File: src/rtl/way_mutex_mon_pkg.sv
// rtl/way_mutex_mon_pkg.sv - shared types and helpers for the way-hit mutex monitor
//
// Purpose: FSM state type, a population-count helper and a saturating
// increment used by way_mutex_mon and reusable by sibling monitors.
// Ports: none (package).

package way_mutex_mon_pkg;

  typedef enum logic [1:0] {
    ST_WAIT   = 2'd0,
    ST_ARMED  = 2'd1,
    ST_FAILED = 2'd2
  } state_t;

  // Vectors up to 16 bits; callers zero-extend narrower vectors.
  function automatic logic [4:0] popcnt16(input logic [15:0] v);
    logic [4:0] n;
    n = '0;
    for (int i = 0; i < 16; i++) begin
      n = n + {4'd0, v[i]};
    end
    return n;
  endfunction

  // Holds at max_v instead of wrapping.
  function automatic logic [31:0] sat_inc(input logic [31:0] v, input logic [31:0] max_v);
    return (v >= max_v) ? v : v + 32'd1;
  endfunction

endpackage

File: src/rtl/way_mutex_mon_onehot_chk.sv
// rtl/way_mutex_mon_onehot_chk.sv - combinational zero/one-hot legality check
//
// Purpose: flags a vector with more than one bit set, or with no bit set
// when ALLOW_ZERO=0.
// Ports:
//   vec     in  WAYS  vector under test
//   illegal out 1     1 = vector violates the mutex rule

module onehot_chk #(
  parameter int WAYS       = 4,
  parameter int ALLOW_ZERO = 1
) (
  input  logic [WAYS-1:0] vec,
  output logic            illegal
);

  // Clearing the lowest set bit leaves something only if two or more bits were set.
  logic [WAYS-1:0] low_cleared;

  assign low_cleared = vec & (vec - WAYS'(1));
  assign illegal     = (|low_cleared) | ((ALLOW_ZERO == 0) && (vec == '0));

endmodule

File: src/rtl/way_mutex_mon.sv
// rtl/way_mutex_mon.sv - N-way hit-vector mutex monitor with latched fail
//
// Purpose: checks a qualified hit/way-select vector for zero-or-one-hot
// (or strict one-hot) each cycle after a post-reset arming window, counts
// violations with saturation, captures the first failing vector/id and
// drives a sticky fail into the chip monitor.
// Optional build macro: WAY_MUTEX_MON_POPCNT_EN adds max_pop.
// Ports:
//   clk, rst            clock, synchronous active-high reset
//   chk_en              0 = count/capture only, never raise fail
//   hit_vec, tag_err    hit vector and per-way tag errors (any error suppresses)
//   miss, cam_vld       lookup miss (suppresses) and lookup valid (required)
//   id                  instance id captured with the first violation
//   clr                 clears count, capture and fail (arming is kept)
//   viol                registered one-cycle violation pulse
//   viol_cnt            saturating violation count
//   first_vec/id/vld    first violation capture since reset/clr
//   fail                sticky fail
//   max_pop             (macro only) largest popcount seen on a violation

module way_mutex_mon #(
  parameter int WAYS        = 4,
  parameter int ALLOW_ZERO  = 1,
  parameter int ARM_DLY     = 8,
  parameter int CNT_W       = 8,
  parameter int FAIL_THRESH = 1,
  parameter int ID_W        = 3
) (
  input  logic              clk,
  input  logic              rst,
  input  logic              chk_en,
  input  logic [WAYS-1:0]   hit_vec,
  input  logic [WAYS-1:0]   tag_err,
  input  logic              miss,
  input  logic              cam_vld,
  input  logic [ID_W-1:0]   id,
  input  logic              clr,
  output logic              viol,
  output logic [CNT_W-1:0]  viol_cnt,
  output logic [WAYS-1:0]   first_vec,
  output logic [ID_W-1:0]   first_id,
  output logic              first_vld,
  output logic              fail
`ifdef WAY_MUTEX_MON_POPCNT_EN
  ,
  output logic [$clog2(WAYS):0] max_pop
`endif
);

  import way_mutex_mon_pkg::*;

  if (WAYS < 2 || WAYS > 16) begin : g_bad_ways
    $error("way_mutex_mon: WAYS must be in 2..16");
  end
  if (CNT_W < 1 || CNT_W > 32) begin : g_bad_cnt_w
    $error("way_mutex_mon: CNT_W must be in 1..32");
  end

  localparam int ARM_W = (ARM_DLY > 1) ? $clog2(ARM_DLY) : 1;
  localparam logic [ARM_W-1:0] ARM_LAST = ARM_W'((ARM_DLY > 0) ? ARM_DLY - 1 : 0);
  localparam logic [CNT_W-1:0] CNT_MAX = '1;
  localparam logic [CNT_W-1:0] THRESH = CNT_W'(FAIL_THRESH);
  // With no arming window the monitor comes out of reset already checking.
  localparam state_t RST_STATE = (ARM_DLY == 0) ? ST_ARMED : ST_WAIT;

  state_t           state;
  logic [ARM_W-1:0] arm_cnt;
  logic             illegal;
  logic             qual;
  logic             bad;
  logic [CNT_W-1:0] cnt_inc;
  logic [CNT_W-1:0] cnt_next;
  logic             fail_set;

  onehot_chk #(
    .WAYS      (WAYS),
    .ALLOW_ZERO(ALLOW_ZERO)
  ) u_onehot_chk (
    .vec    (hit_vec),
    .illegal(illegal)
  );

  always_comb begin
    qual     = cam_vld & ~miss & ~(|tag_err) & (state != ST_WAIT);
    bad      = qual & illegal;
    cnt_inc  = CNT_W'(sat_inc(32'(viol_cnt), 32'(CNT_MAX)));
    cnt_next = bad ? cnt_inc : viol_cnt;
    // Level-sensitive on the count so a late chk_en still trips fail.
    fail_set = chk_en & (cnt_next >= THRESH);
  end

  always_ff @(posedge clk) begin
    if (rst) begin
      state     <= RST_STATE;
      arm_cnt   <= '0;
      viol      <= 1'b0;
      viol_cnt  <= '0;
      first_vec <= '0;
      first_id  <= '0;
      first_vld <= 1'b0;
      fail      <= 1'b0;
    end else begin
      viol <= bad;

      case (state)
        ST_WAIT: begin
          if (arm_cnt == ARM_LAST) begin
            state <= ST_ARMED;
          end else begin
            arm_cnt <= arm_cnt + ARM_W'(1);
          end
        end
        ST_ARMED: begin
          if (!clr && fail_set) begin
            state <= ST_FAILED;
          end
        end
        ST_FAILED: begin
          // clr drops fail but keeps checking; it never re-enters WAIT.
          if (clr) begin
            state <= ST_ARMED;
          end
        end
        default: state <= RST_STATE;
      endcase

      // clr beats a simultaneous violation; viol above still pulses.
      if (clr) begin
        viol_cnt  <= '0;
        first_vec <= '0;
        first_id  <= '0;
        first_vld <= 1'b0;
        fail      <= 1'b0;
      end else begin
        viol_cnt <= cnt_next;
        if (bad && !first_vld) begin
          first_vec <= hit_vec;
          first_id  <= id;
          first_vld <= 1'b1;
        end
        if (fail_set) begin
          fail <= 1'b1;
        end
      end
    end
  end

`ifdef WAY_MUTEX_MON_POPCNT_EN
  localparam int POP_W = $clog2(WAYS) + 1;

  logic [POP_W-1:0] pop;

  assign pop = POP_W'(popcnt16(16'(hit_vec)));

  always_ff @(posedge clk) begin
    if (rst || clr) begin
      max_pop <= '0;
    end else if (bad && (pop > max_pop)) begin
      max_pop <= pop;
    end
  end
`endif

endmodule

File: config.mk
export PLATFORM = sky130hd
export DESIGN_NAME = way_mutex_mon
export DESIGN_NICKNAME = d
export VERILOG_FILES = /design/src/rtl/way_mutex_mon_pkg.sv /design/src/rtl/way_mutex_mon_onehot_chk.sv /design/src/rtl/way_mutex_mon.sv
export SDC_FILE = /design/constraint.sdc
export NUM_CORES = 1
export LEC_CHECK = 0
export BUFFER_PORTS_ARGS = -buffer_cell sky130_fd_sc_hd__buf_4
export CAP_MARGIN = 20
export CORE_UTILIZATION = 32
export DETAILED_ROUTE_END_ITERATION = 8
export GPL_TIMING_DRIVEN = 0
export PLACE_DENSITY = 0.55
export SYNTH_ARGS = -nofsm -noshare
export SYNTH_HDL_FRONTEND = slang
export SYNTH_SLANG_ARGS = --single-unit
File: constraint.sdc
create_clock -name clk -period 3.11 [get_ports clk]
set_input_delay 0.311 -clock clk [delete_from_list [all_inputs] [get_ports clk]]
set_output_delay 0.311 -clock clk [all_outputs]
set_load 0.02 [all_outputs]
==> impl_results.md <==
* Post-synthesis area per instance at about 9 um2
* TNS Setup at 0 ps
* Number of iterations in the first detailed-routing pass at 4
* All-Layer GR Usage at 0.136
* Classification of the worst-slack hold path: primary input to register
* CTS resizes at 0
* Deepest level of the CTS H-tree at 1
* Number of antenna violations at the first check in global routing at 0
* Chip width at 64.4 um
* Sum of net half-perimeters after detailed placement at about 2.1 mm
* Slew at the pin closest to its max-slew limit at 519 ps
* Ranking of synthesized cells by area: dfxtp_1 37%, mux2i_1 8.0%, nor2_1 7.5%
* Family of cells with the greatest summed delay on the critical path: simple AND/OR/NAND/NOR gates
* Count of unresolved DRC violations after routing at 0
* Number of clock sinks at 23
* Setup repair after global routing missed its margin: false
* Standard cell core area at 3690 um2
* Iter 0 DRT Violations at 54
* Hold buffer count at CTS at 0
* P per Cell Area at a little under 400 nW/um2
* DIE HEIGHT at 64.4 um
* Placer Congestion at 0.815
* Most numerous cell in the Yosys netlist: nor2_1
* Routed Wire Length at 2.75 mm
* Power after layout at 619 uW
* Maximum number of pins on one net before global-route repair at 14
* Reported leakage power at roughly 0.59 nW
* Buf+Inv Stages, Crit Path at 0
* Clock transition at path regs at 90 ps
* Time the worst path needs with I/O delays and setup at 2060 ps
* NumNets Final at 197
* Routed length per placed instance at 12.3 um
* Hold violation total from the final report at 0
* CTS buffer count at 3
* Largest clock skew in the final design at roughly 4.8 ps
* Root Driver: clkbuf_8
* Share of async-settable or async-resettable flops after synthesis at 0
* Yosys top cell by area: dfxtp_1
* Fill cell count at 379
* Vias per std cell at 5.07
* Fin crit share at 0.664
* Post-Route Hold Slack at approximately 280 ps
* Via count of the first global-routing pass at between 1k and 1.5k
* Final Setup Violations at 0
* Count of buffers added by post-CTS timing repair for setup at 0
* Kind of start point of the critical path: register
* Maximum clock frequency at 0.485 GHz
* Global-route wire length before repair at 4.48 mm
* Number of enable-type register cells in the synthesized netlist at 0
* CTS tree: yes
* Total congestion overflow at 0
* Residual antenna-violating net count after detailed routing at 0
* Maximum root-to-sink buffer count at 2
* Worst path arrival time at 2210 ps
* Starting Density at 0.338
* Synthesized Nets at 159
* Post-synth design cell area at approximately 1200 um2
* Peak ir drop on the vdd network at 0.161 mV
* Antenna cell count at 0
* Buffers on Ports at 33
* Instance count of the mapped netlist at 139
* Vias post-DR at 1136
* Max-slew headroom at 0.651
* Cell with the biggest individual delay on the critical path: dfxtp_1
* Core Util, Final at 0.434
* Cells traversed along the worst timing path: ha_1 > and2_0 > a22oi_1 > or4_4 > a31oi_1 > o21ai_1
* Number of warning messages in the yosys log at 0
* Top cell type's share of synthesized area at 0.369
* Area of the die at 4150 um2
* Number of pins with negative max-slew slack in the final report at 0
* Area grow syn2layout at 28.4%
* CP peak stage delay at 460 ps
* Required arrival time at the worst endpoint at 3250 ps
* Type of element capturing the critical path: register
* Total of flip-flops plus latches after synthesis at 23
* Number of different library cells in the post-synthesis netlist at 49
* Commonest cells post-synth: 25 x nor2_1, 23 x dfxtp_1, 10 x mux2i_1
* Worst-path fanout max at 7
* Ratio of cells with drive above 1 in the final layout at 0.278
* Seq/Total Area, Yosys at 0.369
* Status: complete, no violations
* Number of placement rows at 22
* Kind of critical path: register to register
* Dominant synthesized flop cell: dfxtp_1
* Top-level I/O count at 35
* Count of max-cap constraint violations at 0
* Later-pin clock latency in the skew report at around 270 ps
[through the flow]
| stage | setup WS, ps | cell area [um2] | instances |
|---|---|---|---|
| after global routing | 943 | 1600 | 224 |
| after detailed placement | 1080 | 1560 | 220 |
| after global placement | 1130 | 1560 | 220 |
| final | 1050 | 1600 | 224 |
| after CTS | 1070 | 1600 | 224 |
| after floorplan | 1190 | 1250 | 139 |
[cells in the final DEF (no fill, tap or decap), types with 2 or more instances in the layout]
| cell | netlist | routed |
|---|---|---|
| buf_4 | 0 | 33 |
| nor2_1 | 25 | 25 |
| dfxtp_1 | 23 | 23 |
| mux2i_1 | 10 | 10 |
| clkbuf_1 | 7 | 7 |
| nor3_1 | 7 | 7 |
| nand2_1 | 6 | 6 |
| xnor2_1 | 5 | 5 |
| a21oi_1 | 4 | 4 |
| a31oi_1 | 3 | 3 |
| ha_1 | 3 | 3 |
| clkbuf_8 | 0 | 3 |
| nand3_1 | 2 | 2 |
| buf_2 | 2 | 2 |
| and3_1 | 2 | 2 |
| or3_1 | 2 | 2 |
| a211oi_1 | 2 | 2 |
| o21ai_0 | 2 | 2 |
| a311oi_1 | 2 | 2 |
[registers in the layout, summed over array words and instances, names as in the netlist]
register and cells:
state 2, fail 1, viol_cnt 8, arm_cnt 3
first_vec 4, first_vld 1, first_id 3, viol 1
[power by group]
part / internal [mW] / switching [mW] / leakage [nW]
Clock: 0.0895 / 0.0991 / 0.0255
Sequential: 0.313 / 0.00891 / 0.186
Combinational: 0.0519 / 0.0571 / 0.380
[final timing paths]
path / startpoint / endpoint / slack [ps] / cells after the start
max: viol_cnt[0] / state[1] / 1050 / 6
max reg2reg: viol_cnt[0] / state[1] / 1050 / 6
min reg2reg: first_vec[1] / first_vec[1] / 500 / 2
min: id[2] / first_id[2] / 280 / 3
[tightest hold or removal path: stages]
cell and delay (ps):
buf_4 80, mux2i_1 60, nor2_1 70
[metal layers]
metal / share of wire / GRT usage / wire (um)
met5: 0 / 0 / 0
met4: 0.015 / 0.0500 / 40
met3: 0.046 / 0.0317 / 126
met2: 0.48 / 0.222 / 1310
met1: 0.46 / 0.173 / 1270
[kinds of logic after synthesis]
logic type      synth area share
compound gates             0.169
xor+xnor                  0.0351
fa+ha+maj                 0.0381
buf+inv                   0.0351
flops                      0.369
mux                       0.0802
simple gates               0.274
[area by class of cell]
type / count / area [um2] / area share
Multi-Input combinational cell: 105 / 743 / 0.464
Sequential cell: 23 / 460 / 0.287
Timing Repair Buffer: 33 / 248 / 0.155
Tap cell: 48 / 60.1 / 0.0375
Clock buffer: 3 / 41.3 / 0.0258
Buffer: 10 / 40.0 / 0.0250
Clock inverter: 1 / 5.00 / 0.00312
Inverter: 1 / 3.75 / 0.00234
Note: power is estimated with default switching activity, not from simulation.
